[config.mk]
export PLATFORM = sky130hd
export DESIGN_NAME = passcode_timer
export DESIGN_NICKNAME = d
export VERILOG_FILES = /design/src/rtl/passcode_pkg.sv /design/src/rtl/passcode_timer.sv
export SDC_FILE = /design/constraint.sdc
export NUM_CORES = 1
export LEC_CHECK = 0
export ABC_AREA = 1
export CORE_AREA = 8 8 45 47
export CTS_CLUSTER_DIAMETER = 100
export CTS_CLUSTER_SIZE = 40
export DETAILED_ROUTE_END_ITERATION = 7
export DIE_AREA = 0 0 53 55
export PLACE_DENSITY_LB_ADDON = 0.1
export SLEW_MARGIN = 30
export SYNTH_ARGS = -nofsm -noshare
export SYNTH_HDL_FRONTEND = slang
export SYNTH_SLANG_ARGS = --single-unit
[constraint.sdc]
create_clock -name clk -period 4 [get_ports clk]
set_input_delay 0.8 -clock clk [delete_from_list [all_inputs] [get_ports clk]]
set_output_delay 0.8 -clock clk [all_outputs]
set_load 0.02 [all_outputs]
[src/rtl/passcode_pkg.sv]
// Shared definitions for the keypad passcode checker.
//   state_t     : FSM state encoding
//   *_DEF       : default parameter values
//   cnt_w()     : width helper for counters holding 0..n-1
//   max_int()   : larger of two integers
package passcode_pkg;

    typedef enum logic [2:0] {
        IDLE    = 3'd0,
        COLLECT = 3'd1,
        CHECK   = 3'd2,
        PASS    = 3'd3,
        FAIL    = 3'd4,
        LOCKOUT = 3'd5
    } state_t;

    localparam int CODE_LEN_DEF       = 4;
    localparam int DIGIT_W_DEF        = 4;
    localparam int MAX_FAIL_DEF       = 3;
    localparam int LOCK_CYCLES_DEF    = 100;
    localparam int TIMEOUT_CYCLES_DEF = 50;
    localparam int PASS_HOLD_DEF      = 2;

    // Bits needed to hold values 0..n-1 (never less than one bit).
    function automatic int cnt_w(input int n);
        return (n > 1) ? $clog2(n) : 1;
    endfunction

    function automatic int max_int(input int a, input int b);
        return (a > b) ? a : b;
    endfunction

endpackage

[src/rtl/passcode_timer.sv]
// Loadable down-counter with a done flag.
//   clk, reset_n : clock, async active-low reset
//   load         : load load_val (takes priority over en)
//   load_val     : value to load; counter then needs load_val further enabled
//                  cycles to reach zero
//   en           : decrement by one, stopping at zero
//   done         : counter is zero
module passcode_timer
    import passcode_pkg::*;
#(
    parameter int MAX_VAL = 100,
    parameter int W       = cnt_w(MAX_VAL)
) (
    input  logic         clk,
    input  logic         reset_n,
    input  logic         load,
    input  logic [W-1:0] load_val,
    input  logic         en,
    output logic         done
);
    logic [W-1:0] count_r;

    // Down-counter; holds at zero rather than wrapping.
    always_ff @(posedge clk or negedge reset_n) begin
        if (!reset_n) begin
            count_r <= {W{1'b0}};
        end else if (load) begin
            count_r <= load_val;
        end else if (en && (count_r != {W{1'b0}})) begin
            count_r <= count_r - W'(1);
        end else begin
            count_r <= count_r;
        end
    end

    assign done = (count_r == {W{1'b0}});
endmodule

==> metrics list, run 1 <==
* Result of the run: finished clean
- Worst slack, placed: 1.56 ns
* Clock Path Buffers: 2
- Post-synth EDFFs: 0
- Library cell with the highest instance count after synthesis: sky130_fd_sc_hd__nand2_1
- FILL cells: ~150
* Cell Count Post-Placement: 101
* Fin. Hold Viols: 0
- The smallest clock period supported by the final layout is computed as 2.70 ns.
* Seq/Total Area, Yosys: 0.361
- Final worst path period share: 0.676
- The worst setup path is of the register to primary output kind.
- In this run the power density over the cells is 362 nW/um2.
- DRC violations left: 0
- Dividing the detail-routed via count by the number of cells gives 4.77.
* Leak pwr: 0.329 nW
- At the later pin of the worst-skew pair, clock insertion delay measures 0.25 ns.
* CTS clock-pin slew for the worst setup and hold paths: around 0.050 ns
- After clock tree synthesis, the repair step resized 0 gates.
- Via count: 501
- The register with the most flip-flops in the layout has 7 of them.
- Synthesis inferred 7 register bits.
* Detailed router's first-iteration violation count: 13
- Count of buffers inserted at the top-level ports: 11
* Most frequent cells after synthesis: sky130_fd_sc_hd__nand2_1, sky130_fd_sc_hd__inv_1, sky130_fd_sc_hd__nand3_1, sky130_fd_sc_hd__dfrtp_1, sky130_fd_sc_hd__nor2_1
- In the synthesized netlist the dominant register cell turns out to be sky130_fd_sc_hd__dfrtp_1.
- The initial utilization of the core area, before any placement, comes to 0.351.
- Crit path DAT: 1.90 ns
- Final-layout worst hold slack: 0.503 ns
- In the final timing run, aggregate negative setup slack is 0 ns.
- In the global route stage, overall resource usage came out at 0.0911.
* Area share of the largest cell type after synthesis: 0.361
- Counting flops per register, the top entry is count_r.
* Clock sink count: 7
- Average instance area after synthesis: 6.47 um2
- For this run, the number of standard cells in the final layout without fillers is 105.
- Number of inserted diodes: 0
- The number of global-route vias before repair came to 462.
- Clock skew on the completed layout was measured at 0.00157 ns.
* Core area: 1380 um2
- Summed over all layers, the routed wires come to about 1200 um.
- Critical path data required time: 3.20 ns
* Largest net degree at the start of global routing: 12
* Die area: 2920 um2
- CTS built an H-tree with a depth of 1.
* Maximum clock frequency: 0.370 GHz
* Fraction of layout instances using a drive strength above 1: 0.0899
* Iteration count of the initial detailed-routing pass: 4
- Headroom to the max-slew limit came out at 0.752.
* Number of top-level pins: 12
- Summing every instance area after synthesis gives 485 um2.
* Number of CTS-inserted buffers: 3
* Die width: 53 um
- Remaining antenna violation count after routing: 0
* Overflow after GRT: 0
- Number of rows created at floorplan: 14
- STA classifies the critical path endpoint as a primary output.
- Post-CTS setup buffer count: 0
- Synthesis-to-layout area growth: 31.4%
* Library cell with the largest summed area after synthesis: sky130_fd_sc_hd__dfrtp_1
* Setup repair after global routing missed its margin: false
- The largest registers in the layout are count_r x7.
- STA classifies the critical path startpoint as a register.
* Setup slack after layout: 1.30 ns
- For the pin with the worst max-slew slack, the measured transition is 0.371 ns.
* Hold WC Path Type: register to register
- Once layout is done, the placed cells without fillers occupy ~640 um2.
* Instance area at placement: 612 um2
* Number of warnings issued by yosys: 0
* Fraction of synthesis flops using an asynchronous set or reset pin: 1.00
- Along the worst path, the maximum fanout reaches 6.
* Dominant cells by area after synthesis: sky130_fd_sc_hd__dfrtp_1, sky130_fd_sc_hd__nand2_1, sky130_fd_sc_hd__nand3_1, sky130_fd_sc_hd__inv_1, sky130_fd_sc_hd__nor2_1
- The die is 55 um tall.
- Syn Nets: 87
* Buffer type at the clock tree root: sky130_fd_sc_hd__clkbuf_4
- Worst IR Drop VDD: 226 uV
- Detailed-placement wirelength estimate: 917 um
- Max-cap violation count: 0
- Wire length of the first global-routing pass: 1910 um
- Final slew viol count: 0
- Cell count after synthesis: 75
- Synthesis instantiated 14 different standard cells from the library.
- Antenna violations before repair: 0
- CTS tree: yes
- The number of hold buffers added after CTS was 0.
* Final-stage net count: 102
- At the end of routability-driven placement, the weighted congestion stood at 0.836.
* Drt wl/cell: about 11 um
- Setup violations remaining at the end of the flow were counted as 0.
## critical path: stages (launching register included)
cell and delay (ns):
sky130_fd_sc_hd__dfrtp_1 0.37, sky130_fd_sc_hd__inv_1 0.16, sky130_fd_sc_hd__ha_1 0.27, sky130_fd_sc_hd__nand2_1 0.09
sky130_fd_sc_hd__nor2_1 0.14, sky130_fd_sc_hd__clkdlybuf4s50_1 0.63
## per-layer routing
layer | vias to the layer above | GRT usage | wire length, um
met3 | 2 | 0.0508 | 43
li1 | 265 | - | -
met1 | 229 | 0.0923 | 526
met2 | 5 | 0.152 | 593
met5 | - | 0 | 0
met4 | 0 | 0.0388 | 10
## kinds of logic (layout without fill, tap and decap cells)
group | after synthesis | in the layout | synth area share
fa+ha+maj | 1 | 1 | 0.0258
buf+inv | 13 | 27 | 0.101
simple gates | 46 | 46 | 0.423
compound gates | 8 | 8 | 0.0902
flops | 7 | 7 | 0.361
## path summary, 6_finish.rpt
kind	from	end	slack [ns]	cells past startpoint
max in group asynchronous	reset_n	count_r[6]$_DFFE_PN0P_	2.91	1
min reg2reg	count_r[6]$_DFFE_PN0P_	count_r[6]$_DFFE_PN0P_	0.50	2
min	count_r[6]$_DFFE_PN0P_	count_r[6]$_DFFE_PN0P_	0.50	2
min in group asynchronous	reset_n	count_r[3]$_DFFE_PN0P_	0.83	1
max reg2reg	count_r[0]$_DFFE_PN0P_	count_r[4]$_DFFE_PN0P_	2.50	9
max	count_r[0]$_DFFE_PN0P_	done	1.30	5
## power by group
group          switching [mW]  total [mW]  internal (mW)
sequential             0.0111      0.0927         0.0816
combinational          0.0424      0.0734         0.0310
clock                  0.0270      0.0652         0.0381
## cells in the final DEF, fill, tap and decap left out
master	instances
sky130_fd_sc_hd__inv_1	12
sky130_fd_sc_hd__clkdlybuf4s50_1	11
sky130_fd_sc_hd__nand2_1	23
sky130_fd_sc_hd__clkbuf_1	1
sky130_fd_sc_hd__ha_1	1
sky130_fd_sc_hd__o21ai_2	1
sky130_fd_sc_hd__o21ai_0	4
sky130_fd_sc_hd__o21ai_1	3
sky130_fd_sc_hd__dfrtp_1	7
sky130_fd_sc_hd__nand4_1	2
sky130_fd_sc_hd__nand2_4	1
sky130_fd_sc_hd__nor2_2	2
sky130_fd_sc_hd__nor2_1	7
sky130_fd_sc_hd__clkbuf_4	3
sky130_fd_sc_hd__nand2_2	1
sky130_fd_sc_hd__nand3_1	10
## through the flow
step                      total power [mW]   util
final                                0.231  0.461
after global routing                 0.252  0.461
after CTS                            0.236  0.461
after detailed placement             0.168  0.442
after global placement               0.167  0.442
after floorplan                      0.142      -
## final cells by class
type,count,area (um2),area share
timing repair buffer,11,110,0.173
sequential,7,175,0.275
clock buffer,4,26.3,0.0412
multi-input combinational,55,262,0.410
inverter,12,45.0,0.0706
tap,16,20.0,0.0314
Power figures use the tool's default switching activity.
==> run 2: changes to the inputs <==
- clock period: 4 -> 2.3 ns (I/O delays scaled with it)
==> metrics list, run 2 (same netlist as run 1, synthesis figures left out) <==
* Startpoint kind of the worst setup timing path: register
- Fraction of layout instances using a drive strength above 1: 0.110 (+0.0200)
* Most common cell after layout, fill and taps aside: sky130_fd_sc_hd__nand2_1
- The setup path with the least slack is of type register to primary output.
- Max-cap violation count: 0 (unchanged)
* Post-CTS setup buffer count: 0 (unchanged)
* Hold WC Path Type: input pin to asynchronous set/reset pin
- The x dimension of the die is 53 um (unchanged).
- The most critical setup path has its endpoint at done.
* Summed negative setup slack over all endpoints: 0 ns (unchanged)
- The required time of the worst setup path came to 1.84 ns (-1.36 ns).
- The worst-case reg-to-reg path depth is 10 (+1).
* Via count of the first global-routing pass: 513 (+11%)
- The via count was 511 (+2.0%).
- The number of flip-flops under the largest register name was 7 (unchanged).
- In this run the critical register-to-register path is launched from count_r[0]$_DFFE_PN0P_.
- The tree is rooted in a sky130_fd_sc_hd__clkbuf_4.
- Regs by FF count: count_r x7
* Detailed router's first-iteration violation count: 6 (-7)
- Worst r2r dst: count_r[4]$_DFFE_PN0P_
* Clock Skew: 0.00250 ns (+0.000934 ns)
- The total of buffers placed on input and output ports came to 11 (unchanged).
- Iteration count of the initial detailed-routing pass: 4 (unchanged)
- Synthesis-to-layout area growth: 34.3%
- Pwr/cell area: 640 nW/um2 (+77%)
* Number of inserted diodes: 0 (unchanged)
* Number of top-level pins: 12 (unchanged)
- Die area: 2920 um2 (unchanged)
- Result of the run: finished clean
* Remaining antenna violation count after routing: 0 (unchanged)
- CTS tree: yes
- The number of remaining DRC errors is 0 (unchanged).
- The number of placed instances with taps included was 103 (+2.0%).
* Number of H-tree levels: 1 (unchanged)
- The height of the die was 55 um (unchanged).
- Routability-driven placement congestion ratio: 0.838 (+0.20%)
* Drt wl/cell: 11.7 um (+4.2%)
- The final cell count without fillers is 107 (+1.9%).
* Maximum clock frequency: ~0.5 GHz
* Setup repair after global routing missed its margin: false
- Largest net degree at the start of global routing: 11 (-1)
- Core area: 1380 um2 (unchanged)
- The first-pass GRT wire length came to 2120 um (+11%).
* Worst Max-Slew Pin Slew: 0.348 ns (-0.0223 ns)
- The worst vdd rail ir drop is 301 uV (+33%).
* Setup slack of the worst register-to-register path: 0.75 ns (-1.75 ns)
- The half-perimeter wire length after placement came to 995 um (+8.5%).
- Ranked by flip-flop count, first place goes to count_r.
- The number of filler instances in the final layout is 149 (+0.68%).
* Sort of element at the end of the critical path: primary output
* Overflow after GRT: 0 (unchanged)
- Drt total wl: 1250 um (+6.2%)
* Starting density of the core: 0.351 (unchanged)
- Critical path peak fanout: 6 (unchanged)
- The total design power was 0.417 mW (+80%).
- Worst slew slack as a fraction of its limit: 0.767 (+0.0149)
* Leak pwr: 0.344 nW (+4.4%)
- Tmin final: 2.04 ns
- In the finished design, the share of the clock period the worst path needs comes to 0.886.
* Routed vias/inst: 4.78 (about the same)
- The clock edge transition at the registers on the reported setup and hold paths is 0.06 ns (about the same).
- Number of CTS-inserted buffers: 3 (unchanged)
- The total global routing track utilization is 0.103 (+0.0114).
- The most critical setup path has its startpoint at count_r[0]$_DFFE_PN0P_.
- Number of setup violations in the final report: 0 (unchanged)
- The final number of hold-violating endpoints is 0 (unchanged).
* Worst skew pair latency: 0.26 ns (about the same)
* Clock sink count: 7 (unchanged)
* Final-stage net count: 104 (+2.0%)
- Final slew viol count: 0 (unchanged)
- Antenna violations before repair: 0 (unchanged)
* Crit path DAT: 1.58 ns (-0.32 ns)
- The number of placement rows is 14 (unchanged).
- Clock Path Buffers: 2 (unchanged)
* Highest-count cells in the layout ignoring fill and taps: sky130_fd_sc_hd__nand2_1, sky130_fd_sc_hd__inv_1, sky130_fd_sc_hd__nand3_1, sky130_fd_sc_hd__clkdlybuf4s50_1
==> run 2: cell types whose count changed in the layout (fill, tap and decap cells not counted), sizes merged <==
cell / previous run / this run
dlygate4sd2: 0 / 1
clkdlybuf4s50: 11 / 10
buf: 0 / 2
==> run 2: what timing repair did <==
action                                 CTS  global route
hold buffers                             0             0
endpoints found under the hold margin    0             0
resized for setup                        1             0
setup endpoints to repair                1             0
==> run 2: critical path: stages, from the launching register on <==
cell and delay (ns):
sky130_fd_sc_hd__dfrtp_1 0.37, sky130_fd_sc_hd__inv_1 0.17, sky130_fd_sc_hd__ha_1 0.20, sky130_fd_sc_hd__nand2_1 0.07
sky130_fd_sc_hd__nor2_1 0.15, sky130_fd_sc_hd__dlygate4sd2_1 0.36
==> run 2: final cells by class <==
| cell class | instances | area [um2] | share of cell area |
|---|---|---|---|
| well taps | 16 | 20.0 | 0.0307 |
| flip-flops and latches | 7 | 175 | 0.269 |
| inverters | 12 | 45.0 | 0.0691 |
| repair buffers | 13 | 124 | 0.190 |
| clock buffers | 4 | 26.3 | 0.0403 |
| multi-input cells | 55 | 262 | 0.401 |
==> run 2: routing by layer <==
layer,vias up,global-route usage,part of all wire
met3,4,0.0348,0.031
met5,-,0,0
met2,7,0.178,0.49
li1,269,-,-
met4,0,0.0776,0.030
met1,231,0.0997,0.45
==> run 2: worst min-delay path by stage <==
stage                     cells after the start                   start  slack (ns)                endpoint
after global routing                          1                 reset_n        0.50  count_r[4]$_DFFE_PN0P_
after global placement                        2  count_r[6]$_DFFE_PN0P_        0.49  count_r[6]$_DFFE_PN0P_
after detailed placement                      2  count_r[6]$_DFFE_PN0P_        0.50  count_r[6]$_DFFE_PN0P_
final                                         1                 reset_n        0.47  count_r[1]$_DFFE_PN0P_
after floorplan                               0                 reset_n        0.16  count_r[0]$_DFFE_PN0P_
after CTS                                     1                 reset_n        0.48  count_r[4]$_DFFE_PN0P_
==> run 2: where the power goes <==
part | total, mW | internal, mW | switching [mW] | leakage [nW]
logic | 0.135 | 0.0586 | 0.0763 | 0.244
registers | 0.160 | 0.142 | 0.0185 | 0.0854
clock network | 0.122 | 0.0669 | 0.0552 | 0.0150
total | 0.417 | 0.267 | 0.150 | 0.344
==> run 2: per-stage QoR <==
step                hold WS [ns]  setup slack, ns  cell area [um2]  utilization
global placement           0.490            0.307              627        0.453
global route               0.497            0.167              652        0.471
floorplan                  0.164            0.707              485            -
detailed placement         0.498            0.281              627        0.453
CTS                        0.477            0.271              652        0.471
finish                     0.467            0.262              652        0.471
